[src/rtl/pipe_stage_reg_if.sv]
`default_nettype none
// ============================================================================
// Module   : pipe_stage_reg_if
// Brief    : Valid/ready beat bus between MIPS pipeline stages.
// Revision : 1.0 - initial release
// ============================================================================
interface pipe_stage_reg_if #(
    parameter int WORD_W     = 32,
    parameter int REG_W      = 5,
    parameter int DATA_LANES = 2
);
    logic                         valid;
    logic                         ready;
    logic [WORD_W-1:0]            pc;
    logic [WORD_W-1:0]            instr;
    logic [DATA_LANES*WORD_W-1:0] data;
    logic [REG_W-1:0]             write_reg;

    modport master (output valid, pc, instr, data, write_reg, input  ready);
    modport slave  (input  valid, pc, instr, data, write_reg, output ready);
endinterface
`default_nettype wire

[src/rtl/pipe_stage_reg.sv]
`default_nettype none
// ============================================================================
// Module   : pipe_stage_reg
// Brief    : Pipeline stage register with valid/ready, stall hold and flush.
//            Define STAGE_REG_SKID_EN for the 2-entry skid (registered in_ready).
// Revision : 1.0 - initial release
// ============================================================================
module pipe_stage_reg #(
    parameter int WORD_W     = 32,
    parameter int REG_W      = 5,
    parameter int DATA_LANES = 2
) (
    input  logic             clk,
    input  logic             reset,
    input  logic             flush,
    pipe_stage_reg_if.slave  in_bus,
    pipe_stage_reg_if.master out_bus,
    output logic [1:0]       count
);
    localparam int c_DATA_W    = DATA_LANES * WORD_W;
    localparam int c_PAYLOAD_W = 2 * WORD_W + c_DATA_W + REG_W;

    typedef enum logic [1:0] {
        ST_EMPTY = 2'd0,
        ST_ONE   = 2'd1,
        ST_FULL  = 2'd2
    } state_t;

    state_t                   r_state;
    logic                     r_valid;
    logic [1:0]               r_count;
    logic [c_PAYLOAD_W-1:0]   r_main;
`ifdef STAGE_REG_SKID_EN
    logic [c_PAYLOAD_W-1:0]   r_skid;
    logic                     r_in_ready;
`endif

    logic [c_PAYLOAD_W-1:0]   w_in_payload;
    logic                     w_in_ready;
    logic                     w_accept;
    logic                     w_pop;

    assign w_in_payload = {in_bus.pc, in_bus.instr, in_bus.data, in_bus.write_reg};

`ifdef STAGE_REG_SKID_EN
    // Registered ready breaks the combinational stall chain across stages.
    assign w_in_ready = r_in_ready;
`else
    assign w_in_ready = !r_valid | out_bus.ready;
`endif

    assign w_accept     = in_bus.valid & w_in_ready;
    assign w_pop        = r_valid & out_bus.ready;
    assign in_bus.ready = w_in_ready;

    assign out_bus.valid = r_valid;
    assign {out_bus.pc, out_bus.instr, out_bus.data, out_bus.write_reg} = r_main;
    assign count = r_count;

    // Empty slots are held at zero so an idle stage presents a nop to $zero.
    always_ff @(posedge clk or posedge reset) begin
        if (reset) begin
            r_state    <= ST_EMPTY;
            r_valid    <= 1'b0;
            r_count    <= 2'd0;
            r_main     <= '0;
`ifdef STAGE_REG_SKID_EN
            r_skid     <= '0;
            r_in_ready <= 1'b1;
`endif
        end else if (flush) begin
            r_state    <= ST_EMPTY;
            r_valid    <= 1'b0;
            r_count    <= 2'd0;
            r_main     <= '0;
`ifdef STAGE_REG_SKID_EN
            r_skid     <= '0;
            r_in_ready <= 1'b1;
`endif
        end else begin
            case (r_state)
                ST_EMPTY: begin
                    if (w_accept) begin
                        r_state <= ST_ONE;
                        r_valid <= 1'b1;
                        r_count <= 2'd1;
                        r_main  <= w_in_payload;
                    end
                end
                ST_ONE: begin
                    if (w_accept && w_pop) begin
                        r_main <= w_in_payload;
`ifdef STAGE_REG_SKID_EN
                    end else if (w_accept) begin
                        r_state    <= ST_FULL;
                        r_count    <= 2'd2;
                        r_skid     <= w_in_payload;
                        r_in_ready <= 1'b0;
`endif
                    end else if (w_pop) begin
                        r_state <= ST_EMPTY;
                        r_valid <= 1'b0;
                        r_count <= 2'd0;
                        r_main  <= '0;
                    end
                end
`ifdef STAGE_REG_SKID_EN
                ST_FULL: begin
                    if (w_pop) begin
                        r_state    <= ST_ONE;
                        r_count    <= 2'd1;
                        r_main     <= r_skid;
                        r_skid     <= '0;
                        r_in_ready <= 1'b1;
                    end
                end
`endif
                default: begin
                    r_state <= ST_EMPTY;
                    r_valid <= 1'b0;
                    r_count <= 2'd0;
                    r_main  <= '0;
                end
            endcase
        end
    end
endmodule
`default_nettype wire

[src/flat_wrapper.sv]
// flat-port wrapper written by rule: the top's interface ports become plain ports
module pipe_stage_reg_flat 
#(
    parameter int WORD_W     = 32,
    parameter int REG_W      = 5,
    parameter int DATA_LANES = 2
)
  (clk, reset, flush, count, in_bus_valid, in_bus_pc, in_bus_instr, in_bus_data, in_bus_write_reg, in_bus_ready, out_bus_valid, out_bus_pc, out_bus_instr, out_bus_data, out_bus_write_reg, out_bus_ready);
  pipe_stage_reg_if #(.WORD_W(WORD_W), .REG_W(REG_W), .DATA_LANES(DATA_LANES)) in_bus_i ();
  pipe_stage_reg_if #(.WORD_W(WORD_W), .REG_W(REG_W), .DATA_LANES(DATA_LANES)) out_bus_i ();
  input  logic clk;
  input  logic reset;
  input  logic flush;
  output logic [1:0] count;
  input wire logic [$bits(in_bus_i.valid)-1:0] in_bus_valid;
  input wire logic [$bits(in_bus_i.pc)-1:0] in_bus_pc;
  input wire logic [$bits(in_bus_i.instr)-1:0] in_bus_instr;
  input wire logic [$bits(in_bus_i.data)-1:0] in_bus_data;
  input wire logic [$bits(in_bus_i.write_reg)-1:0] in_bus_write_reg;
  output wire logic [$bits(in_bus_i.ready)-1:0] in_bus_ready;
  output wire logic [$bits(out_bus_i.valid)-1:0] out_bus_valid;
  output wire logic [$bits(out_bus_i.pc)-1:0] out_bus_pc;
  output wire logic [$bits(out_bus_i.instr)-1:0] out_bus_instr;
  output wire logic [$bits(out_bus_i.data)-1:0] out_bus_data;
  output wire logic [$bits(out_bus_i.write_reg)-1:0] out_bus_write_reg;
  input wire logic [$bits(out_bus_i.ready)-1:0] out_bus_ready;
  assign in_bus_i.valid = in_bus_valid;
  assign in_bus_i.pc = in_bus_pc;
  assign in_bus_i.instr = in_bus_instr;
  assign in_bus_i.data = in_bus_data;
  assign in_bus_i.write_reg = in_bus_write_reg;
  assign in_bus_ready = in_bus_i.ready;
  assign out_bus_valid = out_bus_i.valid;
  assign out_bus_pc = out_bus_i.pc;
  assign out_bus_instr = out_bus_i.instr;
  assign out_bus_data = out_bus_i.data;
  assign out_bus_write_reg = out_bus_i.write_reg;
  assign out_bus_i.ready = out_bus_ready;
  pipe_stage_reg #(.WORD_W(WORD_W), .REG_W(REG_W), .DATA_LANES(DATA_LANES)) u_core (.clk(clk), .reset(reset), .flush(flush), .in_bus(in_bus_i), .out_bus(out_bus_i), .count(count));
endmodule
[config.mk]
export PLATFORM = sky130hd
export DESIGN_NAME = pipe_stage_reg_flat
export DESIGN_NICKNAME = d
export VERILOG_FILES = /design/src/rtl/pipe_stage_reg_if.sv /design/src/rtl/pipe_stage_reg.sv /design/src/flat_wrapper.sv
export SDC_FILE = /design/constraint.sdc
export NUM_CORES = 1
export LEC_CHECK = 0
export CAP_MARGIN = 15
export CORE_ASPECT_RATIO = 1.1
export CORE_MARGIN = 5
export CORE_UTILIZATION = 46
export DETAILED_ROUTE_END_ITERATION = 10
export PLACE_DENSITY = 0.84
export SLEW_MARGIN = 10
export SYNTH_ARGS = -nofsm -noshare
export SYNTH_HDL_FRONTEND = slang
export SYNTH_SLANG_ARGS = --single-unit
[constraint.sdc]
create_clock -name clk -period 6.14 [get_ports clk]
set_input_delay 1.228 -clock clk [delete_from_list [all_inputs] [get_ports clk]]
set_output_delay 1.228 -clock clk [all_outputs]
set_load 0.005 [all_outputs]
## Word-level counts from Yosys, hierarchy flattened

Cells that the tools add are included.

- Equality and inequality tests: 5
- Mux-type cells: 15
- Bitwise gates (word level): 3
- Reduce and logical (&&, ||, !) cells: 5

Operator list:

| kind | number |
|---|---|
| 2-to-1 mux 133 bit | 4 |
| case mux 133 bit (2 select lines) | 1 |
| 2-to-1 mux 2 bit | 4 |
| != test 3 x 2 -> 1 bit, second input constant | 2 |
| 2-to-1 mux 1 bit | 4 |
| != test 4 x 2 -> 1 bit, second input constant | 1 |
| case mux 2 bit (2 select lines) | 1 |
| != test 3 bit, second input constant | 1 |
| AND reduction 3 bit | 1 |
| bitwise AND 1 bit | 2 |
| equality test 2 x 1 -> 1 bit, second input constant | 1 |
| zero test 2 bit | 1 |
| case mux 1 bit (2 select lines) | 1 |
| AND reduction 2 bit | 1 |
| logical AND 1 bit | 1 |
| zero test 1 bit | 1 |
| bitwise OR 1 bit | 1 |

- Register bits after elaboration: 136
- Input bits: 138
- Output and inout port bits: 137
- Logic and storage cells: 31

## Depth between registers and ports, before layout

Gate-level depths: netlist of run 1.

- Depth after elaboration: 7
- Depth in mapped cells: 6
- Depth with buffers taken out: 3

## Worst setup path after synthesis of run 1

Ideal clock, no wire load.

- Path kind: input-to-output
- Start point: in out_bus_ready
- End point: out in_bus_ready
- Arrival: 1.771 ns
- Path slack: 3.141 ns
- Stages on the path: 5
- Cell sequence: nor2b_1 > buf_2 > buf_6 > buf_6 > inv_2

- Longest elaborated chain between the ends: 1

RTL lines:

| item | RTL line | RTL |
|---|---|---|
| start: declaration | flat_wrapper.sv:26 | `input wire logic [$bits(out_bus_i.ready)-1:0] out_bus_ready;` |
| bitwise OR 1 bit | pipe_stage_reg.sv:49 | `assign w_in_ready = !r_valid \| out_bus.ready;` |
| end: declaration | flat_wrapper.sv:20 | `output wire logic [$bits(in_bus_i.ready)-1:0] in_bus_ready;` |

No other way between the ends.

## Worst setup path in the final report of run 1

Same ends and word-level chain as after synthesis.

==> metrics.yaml, run 1 <==
place:
  place_inst: 1095
  gp_congestion: 0.738
  dp_hpwl_um: 14100
  pre_cts_ws_ps: 2380
  place.port_buffers: 273
synthesis:
  ys_ff_latch: 134
  synth_nets: 834
  ys.flop_type: "dfrtp_1"
  syn_area_um2: 7640
  synth_most_common_cell: "nand2b_1"
  syn_area_per_cell_um2: 11.0
  synthCells: 696
  synth_edf_count: 0
  synth_top_area_cell: "dfrtp_1"
  synth_cell_types: 21
  async_flop_share: 1.00
  synthTopCellsByArea: "dfrtp_1, nand2b_1, nand4bb_1"
  yosys.area.top_type_share: 0.439
  synthTopCellsByCount: "nand2b_1, dfrtp_1"
  ys_seq_area_frac: 0.439
  yosys_warnings: 0
sta:
  setup_ws_ps: 2350
  worst_pin_slew_ps: 987
  rsz0062_at_grt: "no"
  slew_viol_final: 0
  relSlewSlack: 0.342
  fin_skew_ps: 8.03
  timing.final.crit_share: 0.617
  setup_viol: 0
  fin_crit_ps: 3790
  max_freq_ghz: 0.264
  hold_viol: 0
  fin_hold_ws_ps: 554
  setup_tns_ps: 0
setup_path:
  critPathMaxFanout: 68
  worstRegToRegCells: 4
  worstReg2RegEnd: "u_core.r_main[37]"
  path_class: "in2out"
  r2r_setup_slack_ps: 3410
  end_kind: "output pin"
  worst_setup_path_start_kind: "input port"
  cp.required_ps: 4910
  r2r-start: "u_core.count[0]"
  worstPathArrival_ps: 2560
  cp-startpoint: "out_bus_ready"
  critPathCapture: "in_bus_ready"
grt:
  grt_pass1_wl_um: 35800
  grt_max_degree: 125
  antenna_found_initial: 0
  grt_usage: 0.225
  grt_pass1_vias: 6511
  grt.overflow.total: 0
power:
  power.density_nw_per_um2: 232
  internal_power_mw: 1.85
  power_frac_seq: 0.395
  power_frac_comb: 0.199
  p_leak_nw: 4.29
  switching_share: 0.267
  netSwitchingPower_uw: 671
  ir_worst_vdd_mv: 0.177
  clkPwrFrac: 0.406
finish:
  postLayoutCoreUtil: 0.666
  drive_above_1_share: 0.0813
  antenna_cells: 0
  syn_to_final_growth_pct: 42.2
  stdcell_count: 1127
  final_nets: 1048
drt:
  dr.pass1.iters: 4
  drcViolationCount: 0
  via_per_inst: 5.79
  ant_nets: 0
  drt-initial-drc-count: 462
  drt-wirelength-per-cell_um: 19.8
  vias: 6528
  routed_wl_um: 22300
cts:
  h-tree-depth: 4
  cts_root_buffer: "clkbuf_16"
  holdBufCountCts: 0
  clk_pin_slew_ps: 50
  clock_latency_ps: 420
  tritoncts: "yes"
  post_cts_buffers: 0
  cts_buffer_depth: 2
  cts_buffers: 17
  cts.repair.resized: 0
  cts_sinks: 134
flow_run:
  max-cap-violations: 0
floorplan:
  num_rows: 49
  die_h_um: 145
  pin_count: 275
  start_util: 0.468
  core_area_um2: 16300
  dieArea_um2: 19300
  fp.dieW_um: 133
status:
  status: "finished, final reports clean"
hold_path:
  hp-class: "reg2reg"
==> worst min-delay path by stage <==
| stage | cells past startpoint | endpoint | from | slack, ps |
|---|---|---|---|---|
| 6_report | 2 | u_core.r_main[80] | u_core.r_main[80] | 550 |
| 5_1_grt | 2 | u_core.r_main[78] | u_core.r_main[78] | 570 |
| 4_1_cts | 2 | u_core.r_main[80] | u_core.r_main[80] | 560 |
| 3_5_place_dp | 2 | u_core.r_main[87] | u_core.r_main[87] | 540 |
| 3_3_place_gp | 2 | u_core.r_main[76] | u_core.r_main[76] | 530 |
| 2_1_floorplan | 2 | u_core.r_main[90] | u_core.r_main[90] | 540 |
==> sequential cells by signal, indices dropped and copies added (netlist names) <==
register	cells
u_core.r_main	133
u_core.count	1
==> layout by cell type, fill, tap and decap left out, types with 17 or more instances in the layout <==
cell             instances
clkbuf_16               17
clkdlybuf4s50_1        270
nand2b_1               136
o221ai_1                65
nand2_1                 65
nand4bb_1               65
o32ai_1                 48
mux2i_1                 65
dfrtp_1                133
o32ai_2                 20
==> through the flow <==
| step | instance area [um2] | total power [mW] |
|---|---|---|
| final | 10900 | 2.52 |
| after detailed placement | 10300 | 1.51 |
| after CTS | 10900 | 2.55 |
| after global placement | 10300 | 1.51 |
| after floorplan | 7640 | 1.24 |
| after global routing | 10900 | 2.62 |
==> logic make-up (layout without fill, tap and decap cells) <==
| logic type | after synthesis | count (layout) | synth area share |
|---|---|---|---|
| other cells | 1 | 1 | 0.000491 |
| flops | 134 | 134 | 0.439 |
| buf+inv | 92 | 319 | 0.0590 |
| mux | 66 | 66 | 0.0866 |
| simple gates | 269 | 269 | 0.242 |
| compound gates | 134 | 134 | 0.173 |
==> per-layer routing <==
| layer | share of wire | global-route usage | wire length, um |
|---|---|---|---|
| met1 | 0.43 | 0.302 | 9500 |
| met2 | 0.45 | 0.332 | 10100 |
| met3 | 0.10 | 0.0945 | 2330 |
| met4 | 0.017 | 0.0686 | 373 |
| met5 | 0 | 0 | 0 |
==> area by class of cell <==
type                    instances  area, um2
fillers                      1308       5450
multi-input cells             470       3840
flip-flops and latches        134       3350
repair buffers                284       2810
clock buffers                  18        439
well taps                     204        255
clock inverters                14        149
inverters                       3       13.8
==> power by group through the flow <==
stage / Combinational, mW / Clock, mW / Sequential (mW)
6_report: 0.500 / 1.02 / 0.994
5_1_grt: 0.541 / 1.08 / 1.00
4_1_cts: 0.507 / 1.04 / 0.994
3_5_place_dp: 0.505 / 0 / 1.01
3_3_place_gp: 0.500 / 0 / 1.01
2_1_floorplan: 0.233 / 0 / 1.01
==> critical path, stage by stage <==
cell             delay (ps)
buf_2                    70
buf_4                   490
nor2b_4                  80
inv_2                    80
clkdlybuf4s50_1         540
Note: power is estimated with default switching activity, not from simulation.
==> run 2, diff against run 1 <==
- CORE_UTILIZATION: 46 -> 41
- PLACE_DENSITY: 0.84 -> 0.79
- clock period: 6.14 -> 3.2 ns (I/O delays scaled with it)
==> run 2 against run 1 <==
  * Design area is 1.8% higher
  * First-iteration DRC count is 15% lower
  * Via count is 0.11% higher
  * Clock skew hardly changed
  * Critical path depth is 3 lower
  * Worst hold slack better by 2.7 ps
  * Flip-flop and latch count stayed put
  * Cell count is 3.8% higher
  * Die area is 11% higher
  * Register-to-register slack worse by 2100 ps
  * Critical endpoint is now count[0]
==> metrics.yaml, run 2 (same netlist as run 1, synthesis figures left out) <==
sta:
  setup_tns_ps: 0  # unchanged
  slew_viol_final: 0  # unchanged
  fin_skew_ps: 8.41  # +0.383 ps
  hold_viol: 0  # unchanged
  rsz0062_at_grt: "no"
  relSlewSlack: 0.413  # +0.0715
  timing.final.crit_share: 0.737
  worst_pin_slew_ps: 880  # -107 ps
  fin_crit_ps: 2360
  setup_viol: 0  # unchanged
  max_freq_ghz: 0.424
finish:
  syn_to_final_growth_pct: 44.7
  antenna_cells: 0  # unchanged
  largest_reg_flops: 133  # unchanged
  regMostFlops: "u_core.r_main"
  n_fill_cell: 1509  # +15%
  stdcell_count: 1170  # +3.8%
  drive_above_1_share: 0.0841  # +0.00289
  postLayoutCellArea_um2: 11100  # +1.8%
  final_nets: 1053  # +0.48%
  most-common-layout-cells: "clkdlybuf4s50_1, nand2b_1, dfrtp_1"
  final_common_cell: "clkdlybuf4s50_1"
status:
  status: "finished, final reports clean"
floorplan:
  core_area_um2: 18300  # +13%
  pin_count: 275  # unchanged
  start_util: 0.416  # -0.0521
  dieArea_um2: 21500  # +11%
  die_h_um: 153  # +5.5%
  fp.dieW_um: 140  # +5.5%
  num_rows: 52  # +6.1%
grt:
  grt_pass1_vias: 6667  # +2.4%
  grt.overflow.total: 0  # unchanged
  grt_max_degree: 179  # +43%
  grt_pass1_wl_um: 36300  # +1.3%
  antenna_found_initial: 0  # unchanged
  grt_usage: 0.207  # -0.0182
cts:
  clk_pin_slew_ps: 60  # about the same
  holdBufCountCts: 0  # unchanged
  cts_sinks: 134  # unchanged
  h-tree-depth: 4  # unchanged
  post_cts_buffers: 0  # unchanged
  cts.repair.resized: 0  # unchanged
  tritoncts: "yes"
  cts_root_buffer: "clkbuf_16"
  cts_buffer_depth: 2  # unchanged
  clock_latency_ps: 410  # about the same
  cts_buffers: 17  # unchanged
hold_path:
  min_to: "u_core.r_main[77]"
  whs_path_depth: 2  # unchanged
  hold_start: "u_core.r_main[77]"
  hp-class: "reg2reg"
drt:
  drt-wirelength-per-cell_um: 19.5  # -1.4%
  drcViolationCount: 0  # unchanged
  ant_nets: 0  # unchanged
  routed_wl_um: 22800  # +2.3%
  dr.pass1.iters: 6  # +2
  vias: 6535  # +0.11%
  drt-initial-drc-count: 393  # -15%
  via_per_inst: 5.59  # -3.6%
power:
  power.density_nw_per_um2: 444  # +92%
  p_leak_nw: 4.35  # +1.3%
  ir_worst_vdd_mv: 0.338  # +91%
  p_total_mw: 4.91  # +95%
flow_run:
  max-cap-violations: 0  # unchanged
setup_path:
  worstRegToRegCells: 4  # unchanged
  path_class: "reg2out"
  worstPathArrival_ps: 1720  # -840 ps
  worst_setup_path_start_kind: "flop"
  cp.required_ps: 2560  # -2350 ps
  r2r_setup_slack_ps: 1360  # -2050 ps
  critPathMaxFanout: 33  # -51%
  r2r-start: "u_core.count[0]"
  worstReg2RegEnd: "u_core.r_main[93]"
  end_kind: "output pin"
place:
  gp_congestion: 0.810  # +9.8%
  place.port_buffers: 273  # unchanged
  place_inst: 1139  # +4.0%
  dp_hpwl_um: 14600  # +3.6%
  place_area_um2: 10400  # +1.7%
==> run 2: final cells by class <==
cell class	count	area, um2	area share
Multi-Input combinational cell	470	3840	0.348
Sequential cell	134	3350	0.304
Timing Repair Buffer	289	2930	0.265
Clock buffer	18	429	0.0388
Tap cell	243	304	0.0275
Clock inverter	13	174	0.0157
Inverter	3	15.0	0.00136
==> run 2: worst max path at each step <==
stage	to	slack (ps)	from	cells past startpoint
floorplan	u_core.count[0]	890	reset	1
global placement	in_bus_ready	990	out_bus_ready	4
detailed placement	in_bus_ready	1020	out_bus_ready	4
CTS	count[0]	800	u_core.count[0]	2
global route	out_bus_valid	760	u_core.count[0]	2
finish	count[0]	840	u_core.count[0]	2
==> run 2: worst max-delay path, stage by stage, from the launching register on <==
cell and delay, ps:
dfrtp_2 350, buf_4 360, clkdlybuf4s50_1 590
==> run 2: metrics by stage <==
stage | util | hold slack (ps) | setup slack [ps]
3_3_place_gp | 0.569 | 534 | 991
6_report | 0.602 | 556 | 843
5_1_grt | 0.602 | 574 | 760
3_5_place_dp | 0.569 | 545 | 1020
4_1_cts | 0.602 | 557 | 802
2_1_floorplan | - | 542 | 895
==> run 2: power by group <==
part           switching (mW)  internal, mW  leakage (nW)
Clock                   0.782          1.23         0.284
Sequential             0.0880          1.82          1.78
Combinational           0.420         0.570          2.28
Total                    1.29          3.62          4.35
==> run 2: per-layer routing <==
metal,vias to the layer above,track usage,share of wire
met3,24,0.0753,0.086
met5,-,0,0
met4,0,0.0572,0.016
met2,251,0.333,0.47
li1,3061,-,-
met1,3199,0.263,0.42
==> run 3, diff against run 2 <==
- clock period: 3.2 -> 1.9 ns (I/O delays scaled with it)
==> run 3 against run 2 <==
  * Register-to-register slack worse by 860 ps
  * Via count up 0.96%
  * Critical path type unchanged
  * Highest routed layer unchanged
  * Flip-flop and latch count unchanged
  * Global-route usage up 0.23 points
  * Clock power up 70%
==> metrics.yaml, run 3 (same netlist as run 1, synthesis figures left out) <==
status:
  status: "finished, final reports clean"
sta:
  fin_crit_ps: 1820
  slew_viol_final: 0  # unchanged
  fin_hold_ws_ps: 338  # -218 ps
  fin_skew_ps: 12.4  # +3.94 ps
  hold_viol: 0  # unchanged
  timing.final.crit_share: 0.955
  max_freq_ghz: 0.551
  rsz0062_at_grt: "no"
  worst_pin_slew_ps: 660  # -220 ps
  setup_ws_ps: 84.7  # -758 ps
  relSlewSlack: 0.560  # +0.147
  setup_viol: 0  # unchanged
finish:
  final_common_cell: "clkdlybuf4s50_1"
  regMostFlops: "u_core.r_main"
  most-common-layout-cells: "clkdlybuf4s50_1, nand2b_1, dfrtp_1"
  syn_to_final_growth_pct: 45.8
  postLayoutCoreUtil: 0.607  # +0.00457
  antenna_cells: 0  # unchanged
  stdcell_count: 1176  # +0.51%
  drive_above_1_share: 0.0900  # +0.00589
  final_nets: 1058  # +0.47%
  largest_reg_flops: 133  # unchanged
drt:
  ant_nets: 0  # unchanged
  dr.pass1.iters: 5  # -1
  drt-initial-drc-count: 445  # +13%
  via_per_inst: 5.61  # +0.45%
  drcViolationCount: 0  # unchanged
  vias: 6598  # +0.96%
  drt-wirelength-per-cell_um: 19.4  # -0.46%
  routed_wl_um: 22800  # about the same
cts:
  holdBufCountCts: 0  # unchanged
  cts_buffer_depth: 2  # unchanged
  cts_root_buffer: "clkbuf_16"
  cts_buffers: 17  # unchanged
  tritoncts: "yes"
  clock_latency_ps: 410  # about the same
  cts_sinks: 134  # unchanged
  h-tree-depth: 4  # unchanged
  clk_pin_slew_ps: 50  # about the same
setup_path:
  crit_slowest_cell: "clkdlybuf4s50_1"
  worst_setup_path_start_kind: "flop"
  path_class: "reg2out"
  cp_num_buf_inv: 1  # -1
  cp-startpoint: "u_core.count[0]"
  cp.required_ps: 1520  # -1040 ps
  critPathMaxFanout: 7  # -79%
  worstPathArrival_ps: 1440  # -280 ps
  end_kind: "output pin"
  crit_path_cell_trace: "clkdlybuf4s50_1"
  cpPeakStageDelay_ps: 610  # +20 ps
  cp_top_family: "buffers and inverters"
  r2r-start: "u_core.count[0]"
power:
  ir_worst_vdd_mv: 0.609  # +80%
  power.density_nw_per_um2: 748  # +68%
  p_leak_nw: 4.39  # +0.99%
  p_total_mw: 8.33  # +70%
grt:
  grt.overflow.total: 0  # unchanged
  grt_max_degree: 69  # -61%
  antenna_found_initial: 0  # unchanged
  grt_pass1_wl_um: 37200  # +2.5%
  grt_pass1_vias: 6944  # +4.2%
  grt_usage: 0.209  # +0.00231
flow_run:
  max-cap-violations: 0  # unchanged
floorplan:
  fp.dieW_um: 140  # unchanged
  pin_count: 275  # unchanged
  dieArea_um2: 21500  # unchanged
  num_rows: 52  # unchanged
  die_h_um: 153  # unchanged
  start_util: 0.416  # unchanged
  core_area_um2: 18300  # unchanged
place:
  gp_congestion: 0.769  # -5.1%
  pre_cts_ws_ps: 194  # -825 ps
  dp_hpwl_um: 14900  # +1.9%
  place.port_buffers: 273  # unchanged
  place_inst: 1144  # +0.44%
hold_path:
  hp-class: "in2reg"
  hold_start: "out_bus_ready"
-- run 3: report_power, final --
group / total, mW / leakage, nW / internal (mW) / switching, mW
clock: 3.44 / 0.291 / 2.12 / 1.32
combinational: 1.68 / 2.32 / 0.972 / 0.705
sequential: 3.21 / 1.78 / 3.06 / 0.157
-- run 3: through the flow --
stage	area [um2]	TNS [ps]
final	11100	0
after global routing	11100	0
after CTS	11100	0
after detailed placement	10500	0
after global placement	10500	0
after floorplan	7640	-19450
-- run 3: cell type report --
class | count | area, um2
Inverter | 3 | 15.0
Tap cell | 243 | 304
Clock buffer | 19 | 443
Timing Repair Buffer | 294 | 3000
Sequential cell | 134 | 3350
Multi-Input combinational cell | 470 | 3840
Fill cell | 1566 | 7210
Clock inverter | 13 | 170
-- run 3: final timing paths --
| kind | end | slack [ps] | cells after the start |
|---|---|---|---|
| worst max-delay path | out_bus_valid | 80 | 1 |
| worst min register to register | u_core.r_main[87] | 560 | 2 |
| max in group asynchronous | u_core.r_main[113] | 1130 | 3 |
| min in group asynchronous | u_core.r_main[53] | 440 | 3 |
| worst min-delay path | u_core.count[0] | 340 | 4 |
| worst max register to register | u_core.r_main[20] | 500 | 3 |
-- run 3: layer usage --
metal | routed length, um | GRT usage
met4 | 532 | 0.0660
met1 | 9710 | 0.268
met2 | 10700 | 0.328
met5 | 0 | 0
met3 | 1890 | 0.0784
-- run 3: repair_timing --
action / in CTS / in global routing
setup buffers: 0 / 0
endpoints found under the setup margin: 1 / 0
gates resized for setup: 1 / 0
==> patch, RTL diff (settings of run 3) <==
`WORD_W` is set to 32 in 3 places; all go to 16.
--- a/src/rtl/pipe_stage_reg_if.sv
+++ b/src/rtl/pipe_stage_reg_if.sv
@@ -7,3 +7,3 @@
 interface pipe_stage_reg_if #(
-    parameter int WORD_W     = 32,
+    parameter int WORD_W     = 16,
     parameter int REG_W      = 5,
--- a/src/rtl/pipe_stage_reg.sv
+++ b/src/rtl/pipe_stage_reg.sv
@@ -8,3 +8,3 @@
 module pipe_stage_reg #(
-    parameter int WORD_W     = 32,
+    parameter int WORD_W     = 16,
     parameter int REG_W      = 5,
--- a/src/flat_wrapper.sv
+++ b/src/flat_wrapper.sv
@@ -3,3 +3,3 @@
 #(
-    parameter int WORD_W     = 32,
+    parameter int WORD_W     = 16,
     parameter int REG_W      = 5,
Ports: changed (6 resized); port bits go from 275 to 147. The function was not compared with the original's and may differ.
==> patch against run 3 <==
Core utilization is 2.0 points lower; die area is 42% lower; count of clock-buffer cells in the layout is 7 lower; routed wire length is 50% lower; synthesized area is 45% lower; worst setup slack better by 0.030 ns; global-route usage is 2.7 points lower; clock skew is 0.0031 ns lower; register-to-register slack worse by 0.26 ns; total power is 48% lower; sequential cell count is 64 lower; cell area is 46% lower; critical endpoint is now in_bus_ready; highest routed layer unchanged.
==> patch: results (changes against run 3) <==
Run status
  – Status: finished clean

Clocking
  – Clock insertion delay at the later pin of the skew report: 0.32 ns (-0.09 ns)
  – Clock Path Buffers: 2 (unchanged)
  – Root buf cell: clkbuf_16
  – Num CTS Buffers: 9 (-8)
  – Postcts setup bufs: 0 (unchanged)
  – CTS H-tree depth: 3 (-1)
  – Reg clk slew, reported paths: 0.05 ns (about the same)

Global routing
  – Global Route met2 Usage: 30.9% (-2.0 points)
  – Largest net degree at the start of global routing: 73 (+5.8%)
  – Initial antenna violation count: 0 (unchanged)
  – Number of global-route vias before repair: 3662 (-47%)
  – First-pass GRT wire length: 18600 um (-50%)
  – GRT met1 Usage: 24.0% (-2.8 points)
  – Overall global routing resource usage: 18.2% (-2.7 points)
  – Met3 GRT Util: 4.26% (-3.6 points)

Placed design
  – I/O Buffers: 145 (-47%)
  – Post-DP HPWL: 7830 um (-48%)
  – DP Area: 0.00570 mm2 (-46%)
  – Place WS: -0.126 ns (-0.320 ns)
  – Placer Congestion: 0.785 (+2.0%)
  – Placed Cells: 603 (-47%)

Cells and area
  – Reg with most FFs: u_core.r_main
  – Max FFs per register: 69 (-48%)
  – Layout cell share with drive strength beyond 1: 13.7% (+4.7 points)
  – Nets: 565 (-47%)

Power and ir drop
  – VDD IR max: 451 uV (-26%)
  – Lkg Pwr: 2.38 nW (-46%)

Synth
  – Synth Net Count: 440 (-47%)
  – Asr flop ratio synth: 100% (unchanged)
  – Synth cell count leaders: 73 x nand2b_1, 70 x dfrtp_1, 33 x mux2i_1, 33 x nand2_1, 33 x nand4bb_1
  – Synth Area per Inst: 11.6 um2 (+5.3%)
  – Unique masters post-synth: 22 (+4.8%)
  – Synth Flop Type: dfrtp_1
  – Area contributors post-synth: dfrtp_1 41%, o32ai_2 11%, nand2b_1 11%
  – Ys Warns: 0 (unchanged)
  – Sequential-to-total area share from yosys stat: 41.4% (-2.5 points)

Worst setup path
  – Max stage delay cell, worst path: clkdlybuf4s50_1
  – CP Max Fanout: 2 (-5)
  – CP max stage delay: 0.53 ns (-0.08 ns)
  – Top delay family on crit path: buffers and inverters
  – Arrival time worst endpoint: 1.41 ns (-0.03 ns)

Min path
  – Worst Hold Class: in -> async

Timing
  – Clock Skew: 0.00929 ns (-0.00306 ns)
  – Max_slew headroom: 62.6% (+6.5 points)

Route
  – DRT Wirelength: 11400 um (-50%)
  – Via count: 3497 (-47%)
  – Drt first pass iters: 6 (+1)
  – DRT iter0 DRCs: 136 (-69%)
  – Vias per cell: 5.64 (+0.53%)
## patch: cells by family (layout without fill, tap and decap cells)
group	after synthesis	in the layout	synth area share, %
buffers and inverters	50	180	7.48
multiplexers	34	34	8.16
AND/OR/NAND/NOR	141	141	22.9
other	1	2	0.0886
AO/OA/AOI/OAI	70	70	20.0
flip-flops	70	70	41.4
## patch: where the power goes
part           leakage (nW)  internal [mW]  switching [mW]
clock network         0.157           1.18           0.594
registers             0.929           1.60          0.0816
logic                  1.29          0.533           0.381
## patch: cell type report
class                      instances  area, um2
antenna                            1       2.50
multi-input combinational        246       2170
inverter                           3       15.0
clock buffer                      12        246
timing repair buffer             161       1610
sequential                        70       1750
fill                             851       4230
clock inverter                     4       70.1
tap                              123        154
## patch: what timing repair did
| action | 4_1_cts | 5_1_grt |
|---|---|---|
| hold buffers | 0 | 0 |
| setup endpoints to repair | 1 | 0 |
| gates resized for setup | 1 | 0 |
## patch: final timing paths
| path | slack, ns | start | end | cells past startpoint |
|---|---|---|---|---|
| worst min-delay path | 0.54 | reset | u_core.r_main[4] | 3 |
| worst min register to register | 0.56 | u_core.r_main[33] | u_core.r_main[33] | 2 |
| min in group clk | 0.56 | u_core.r_main[33] | u_core.r_main[33] | 2 |
| worst max-delay path | 0.11 | u_core.count[0] | in_bus_ready | 3 |
| worst max register to register | 0.24 | u_core.count[0] | u_core.r_main[62] | 5 |
| max in group asynchronous | 0.98 | reset | u_core.r_main[53] | 3 |
## patch: routing by layer
layer / vias to the layer above / part of all wire [%] / wire (um)
met5: - / 0 / 0
met3: 10 / 6.4 / 729
met2: 111 / 50 / 5730
li1: 1620 / - / -
met1: 1756 / 43 / 4850
met4: 0 / 0.69 / 79
## patch: tightest hold or removal path, stage by stage
cell	delay (ns)
clkdlybuf4s50_1	0.44
clkinvlp_4	0.08
buf_4	0.37
